<file path="src/rtl/stream_switch_ctrl.sv">
// stream_switch_ctrl: packet-level switch controller for AXI-Stream style sources/sinks.
// Each sink owns an independent IDLE/LOCKED controller with a round-robin pointer.
// A sink stays locked to one source until that source's last beat is accepted.
module stream_switch_ctrl #(
  parameter int S_DATA_COUNT = 2,
  parameter int M_DATA_COUNT = 3,
  parameter int T_ID___WIDTH = $clog2(S_DATA_COUNT),
  parameter int T_DEST_WIDTH = $clog2(M_DATA_COUNT)
) (
  input  logic                    clk_i,
  input  logic                    rst_in,
  input  logic [S_DATA_COUNT-1:0] s_valid_i,
  input  logic [S_DATA_COUNT-1:0] s_last_i,
  input  logic [T_DEST_WIDTH-1:0] s_dest_i [S_DATA_COUNT],
  output logic [S_DATA_COUNT-1:0] s_ready_o,
  input  logic [M_DATA_COUNT-1:0] m_ready_i,
  output logic [M_DATA_COUNT-1:0] m_valid_o,
  output logic [T_ID___WIDTH-1:0] m_sel_o [M_DATA_COUNT],
  output logic [M_DATA_COUNT-1:0] m_lock_o
);

  localparam logic [0:0] IDLE   = 1'b0;
  localparam logic [0:0] LOCKED = 1'b1;

  logic [0:0]              state_q [M_DATA_COUNT];
  logic [T_ID___WIDTH-1:0] sel_q   [M_DATA_COUNT];
  logic [T_ID___WIDTH-1:0] ptr_q   [M_DATA_COUNT];

  logic [S_DATA_COUNT-1:0] req       [M_DATA_COUNT];
  logic [T_ID___WIDTH-1:0] grant_idx [M_DATA_COUNT];
  logic [M_DATA_COUNT-1:0] grant_vld;
  logic [M_DATA_COUNT-1:0] xfer;

  // Source index that is 'step' positions above 'base', wrapping at S_DATA_COUNT.
  function automatic logic [T_ID___WIDTH-1:0] wrap_idx(input logic [T_ID___WIDTH-1:0] base,
                                                       input int step);
    int sum;
    sum = int'(base) + step;
    if (sum >= S_DATA_COUNT) sum = sum - S_DATA_COUNT;
    return T_ID___WIDTH'(sum);
  endfunction

  // Request mask per sink; a destination outside the sink range matches no sink.
  always_comb begin
    for (int i = 0; i < M_DATA_COUNT; i++) begin
      for (int j = 0; j < S_DATA_COUNT; j++) begin
        req[i][j] = s_valid_i[j] && (s_dest_i[j] == T_DEST_WIDTH'(i));
      end
    end
  end

  // Round-robin pick per sink, scanning upward from the source after the last owner.
  always_comb begin
    for (int i = 0; i < M_DATA_COUNT; i++) begin
      grant_vld[i] = 1'b0;
      grant_idx[i] = '0;
      for (int k = 1; k <= S_DATA_COUNT; k++) begin
        if (!grant_vld[i] && req[i][wrap_idx(ptr_q[i], k)]) begin
          grant_vld[i] = 1'b1;
          grant_idx[i] = wrap_idx(ptr_q[i], k);
        end
      end
    end
  end

  // Locked sinks forward the owner's valid and return the sink's ready to that owner.
  always_comb begin
    s_ready_o = '0;
    for (int i = 0; i < M_DATA_COUNT; i++) begin
      m_lock_o[i]  = (state_q[i] == LOCKED);
      m_valid_o[i] = (state_q[i] == LOCKED) && s_valid_i[sel_q[i]];
      xfer[i]      = (state_q[i] == LOCKED) && s_valid_i[sel_q[i]] && m_ready_i[i];
      if ((state_q[i] == LOCKED) && m_ready_i[i]) begin
        s_ready_o[sel_q[i]] = 1'b1;
      end
    end
  end

  assign m_sel_o = sel_q;

  // Per-sink controller: grant from IDLE, release on the accepted last beat.
  always_ff @(posedge clk_i or negedge rst_in) begin
    if (!rst_in) begin
      for (int i = 0; i < M_DATA_COUNT; i++) begin
        state_q[i] <= IDLE;
        sel_q[i]   <= '0;
        ptr_q[i]   <= T_ID___WIDTH'(S_DATA_COUNT - 1);
      end
    end else begin
      for (int i = 0; i < M_DATA_COUNT; i++) begin
        case (state_q[i])
          IDLE: begin
            if (grant_vld[i]) begin
              sel_q[i]   <= grant_idx[i];
              state_q[i] <= LOCKED;
            end
          end
          LOCKED: begin
            if (xfer[i] && s_last_i[sel_q[i]]) begin
              ptr_q[i]   <= sel_q[i];
              state_q[i] <= IDLE;
            end
          end
          default: state_q[i] <= IDLE;
        endcase
      end
    end
  end

endmodule

</file>
<file path="config.mk">
export PLATFORM = sky130hd
export DESIGN_NAME = stream_switch_ctrl
export DESIGN_NICKNAME = d
export VERILOG_FILES = /design/src/rtl/stream_switch_ctrl.sv
export SDC_FILE = /design/constraint.sdc
export NUM_CORES = 1
export LEC_CHECK = 0
export CAP_MARGIN = 40
export CORE_ASPECT_RATIO = 0.9
export CORE_MARGIN = 2
export CORE_UTILIZATION = 35
export CTS_BUF_LIST = sky130_fd_sc_hd__clkbuf_16
export CTS_CLUSTER_DIAMETER = 50
export CTS_CLUSTER_SIZE = 16
export DETAILED_ROUTE_END_ITERATION = 8
export PLACE_DENSITY = 0.69
export SYNTH_ARGS = -nofsm -noshare
export SYNTH_HDL_FRONTEND = slang
export SYNTH_SLANG_ARGS = --single-unit
</file>
<file path="constraint.sdc">
create_clock -name clk_i -period 1.1 [get_ports clk_i]
set_input_delay 0.22 -clock clk_i [delete_from_list [all_inputs] [get_ports clk_i]]
set_output_delay 0.22 -clock clk_i [all_outputs]
set_load 0.01 [all_outputs]
</file>
==> reports/results.tsv <==
metric	value	unit
critical_path.max_stage_delay	0.41	ns
via_per_inst	5.04	
min_period	1.39	ns
ys_ff_latch	9	
ys_seq_area_share	38.2	%
ant_nets	0	
grt_pass1_wl	3160	µm
finalHoldViolations	0	
antenna_found_initial	0	
violations	setup timing	
p_leak	0.592	nW
overflow	0	
drt_first_pass_iters	4	
core_area	1650	µm²
p_comb_share	60.6	%
tritoncts	yes	
switchingPower	1.10	mW
critPathBufInv	1	
area_delta_synth_final	113	%
cts.clk_slew.worst_paths	0.04	ns
fin_ws	-0.285	ns
vias	665	
cp.required	0.88	ns
pre_cts_ws	-0.720	ns
outcome	complete, but fails checks	
max_freq	722	MHz
row_count	14	
io_pins	24	
syn-cell-area	599	µm²
arrival	1.17	ns
numCtsBuffers	3	
crit_path_start_kind	flop	
reg2reg_from	m_sel_o[2]$_DFFE_PN0P_	
finalCritPeriodShare	126	%
skew	0.000362	ns
dp_hpwl	1300	µm
start_util	36.4	%
critPathKind	flop to output port	
cp_top_family	flip-flops	
slew_violations	0	
power_frac_clock	18.4	%
powerDensity	2730	nW/µm²
drtIter0Drc	10	
endpoint_kind	output port	
clock-sinks	9	
routabilityCongestion	0.745	
worstSetupPathDepth	3	
dieHeight	43.3	µm
r2r_cells	4	
port_buffers	23	
yosysWarnings	0	
drive_gt1_share	63.9	%
rsz0062_at_grt	true	
relSlewSlack	78.7	%
syn_area_per_cell	11.5	µm²
grt_pass1_vias	703	
final_nets	122	
seqPwrFrac	21.0	%
drcViolationCount	0	
hp-class	primary input to asynchronous set/reset pin	
synth.distinct_cells	25	
grtUsageTotal	22.4	%
r2r_slack	-0.28	ns
critPathMaxFanout	3	
worst_pin_slew	0.319	ns
grt_max_degree	10	
cts_hold_buf	0	
htreeDepth	1	
fill_cells	121	
p_int	2.37	mW
cts_root_buf	clkbuf_16	
die_w	47.6	µm
synthCells	52	
routed_wl	2060	µm
whs	0.271	ns
synth_fp_nets	65	
avgRoutedWirePerCell	15.6	µm
setup_viol	18	
cp_slowest_cell	dfrtp_2	
peakVddDrop	1.80	mV
switching_share	31.7	%
path_cells	mux2i_1 > and2b_2 > buf_6	
ctsLongestPathBuffers	2	
num_antenna_cells	0	
timing.max_cap.violations	0	
rr_endpoint	ptr_q[2]$_DFFE_PN1P_	
die_area	2060	µm²
insertion_delay	0.23	ns
[cell families after synthesis]
group | Yosys count | synth area share, %
and+or+nand+nor | 24 | 31.5
AOI/OAI and AO/OA | 10 | 11.5
DFF | 9 | 38.2
muxes | 9 | 18.8
[layout make-up]
cell class,instances,area (µm²),area share (%)
clock buffer,3,75.1,5.89
timing repair buffer,52,480,37.7
clock inverter,1,3.75,0.295
tap,24,30.0,2.36
sequential,9,234,18.4
multi-input combinational,43,450,35.4
[worst reg2reg max path: cells and delay by family (launching register included)]
kind,cells,cell delay [ns]
multiplexers,2,0.61
AND/OR/NAND/NOR,1,0.11
flip-flops,1,0.44
buffers and inverters,1,0.14
[repair_timing]
action	4_1_cts	5_1_grt
setup buffers	13	3
hold endpoints to repair	0	0
resized for setup	74	11
setup endpoints to repair	20	20
pin swaps	5	1
[routing by layer]
| metal | vias up | global-route usage (%) | share of wire [%] |
|---|---|---|---|
| li1 | 321 | - | - |
| met2 | 19 | 39.2 | 51 |
| met4 | 0 | 8.11 | 1.8 |
| met3 | 4 | 2.55 | 3.9 |
| met5 | - | 0 | 0 |
| met1 | 321 | 27.3 | 43 |
[power by group through the flow]
stage	clock network (mW)	logic, mW	registers (mW)
after floorplan	0	0.560	0.820
after global placement	0	1.49	0.728
after detailed placement	0	1.51	0.739
after CTS	0.642	2.02	0.703
after global routing	0.660	2.23	0.748
final	0.638	2.11	0.729
[state kept, by name (all words and copies together), names as in the netlist]
name	flops
m_sel_o	3
ptr_q	3
m_lock_o	3
[stage by stage]
stage | power [mW] | utilization, % | cells | area (µm²) | TNS (ns)
after floorplan | 1.38 | - | 52 | 618 | -0.497
after global placement | 2.21 | 61.6 | 117 | 1010 | -7.40
after detailed placement | 2.25 | 61.6 | 117 | 1010 | -7.68
after CTS | 3.37 | 75.8 | 133 | 1250 | -2.97
after global routing | 3.63 | 77.4 | 132 | 1270 | -3.52
final | 3.47 | 77.4 | 132 | 1270 | -2.95
[cell usage in the layout (no fill, tap or decap), drive strengths merged]
cell type      synthesis  final
a21oi                  1      1
a22oi                  2      2
a31oi                  1      1
and2b                  1      1
buf                    0     40
clkbuf                 0      3
clkdlybuf4s50          0      5
dfrtp                  6      6
dfstp                  3      3
dlygate4sd2            0      7
inv                    0      1
mux2                   6      6
mux2i                  3      3
nand2                  4      4
nand3                  4      4
nand3b                 3      3
nand4b                 3      3
nand4bb                2      2
nor2                   2      2
nor2b                  2      2
nor3b                  1      1
nor4b                  1      1
o21a                   2      2
o21ai                  2      2
o221ai                 1      1
o31a                   1      1
or4b                   1      1
[cell usage after synthesis]
cell type | number | area [µm²]
and2b_2 | 1 | 8.76
dfstp_2 | 3 | 78.8
nand4bb_1 | 2 | 22.5
nand3b_1 | 3 | 22.5
mux2_4 | 4 | 60.1
a22oi_1 | 2 | 15.0
nand4b_2 | 2 | 30.0
nand4b_4 | 1 | 23.8
mux2_2 | 1 | 11.3
a31oi_1 | 1 | 6.26
a21oi_1 | 1 | 5.00
o21ai_0 | 2 | 10.0
dfrtp_1 | 6 | 150
mux2_1 | 1 | 11.3
nand2_1 | 4 | 15.0
nor2b_1 | 2 | 12.5
or4b_1 | 1 | 10.0
o21a_1 | 2 | 15.0
nor4b_1 | 1 | 8.76
nor2_1 | 2 | 7.51
mux2i_1 | 3 | 30.0
o31a_1 | 1 | 8.76
nor3b_1 | 1 | 7.51
nand3_1 | 4 | 20.0
o221ai_1 | 1 | 8.76
[how the worst max path moves through the flow]
stage                                 from                endpoint  slack, ns
floorplan            m_lock_o[0]$_DFF_PN0_  m_sel_o[2]$_DFFE_PN0P_      -0.13
global placement              s_valid_i[0]            m_valid_o[2]      -0.69
detailed placement            s_valid_i[0]            m_valid_o[2]      -0.72
CTS                 m_sel_o[0]$_DFFE_PN0P_            m_valid_o[2]      -0.29
global route        m_sel_o[0]$_DFFE_PN0P_            m_valid_o[2]      -0.32
finish              m_sel_o[0]$_DFFE_PN0P_            m_valid_o[2]      -0.29
(Power assumes the default switching activity.)
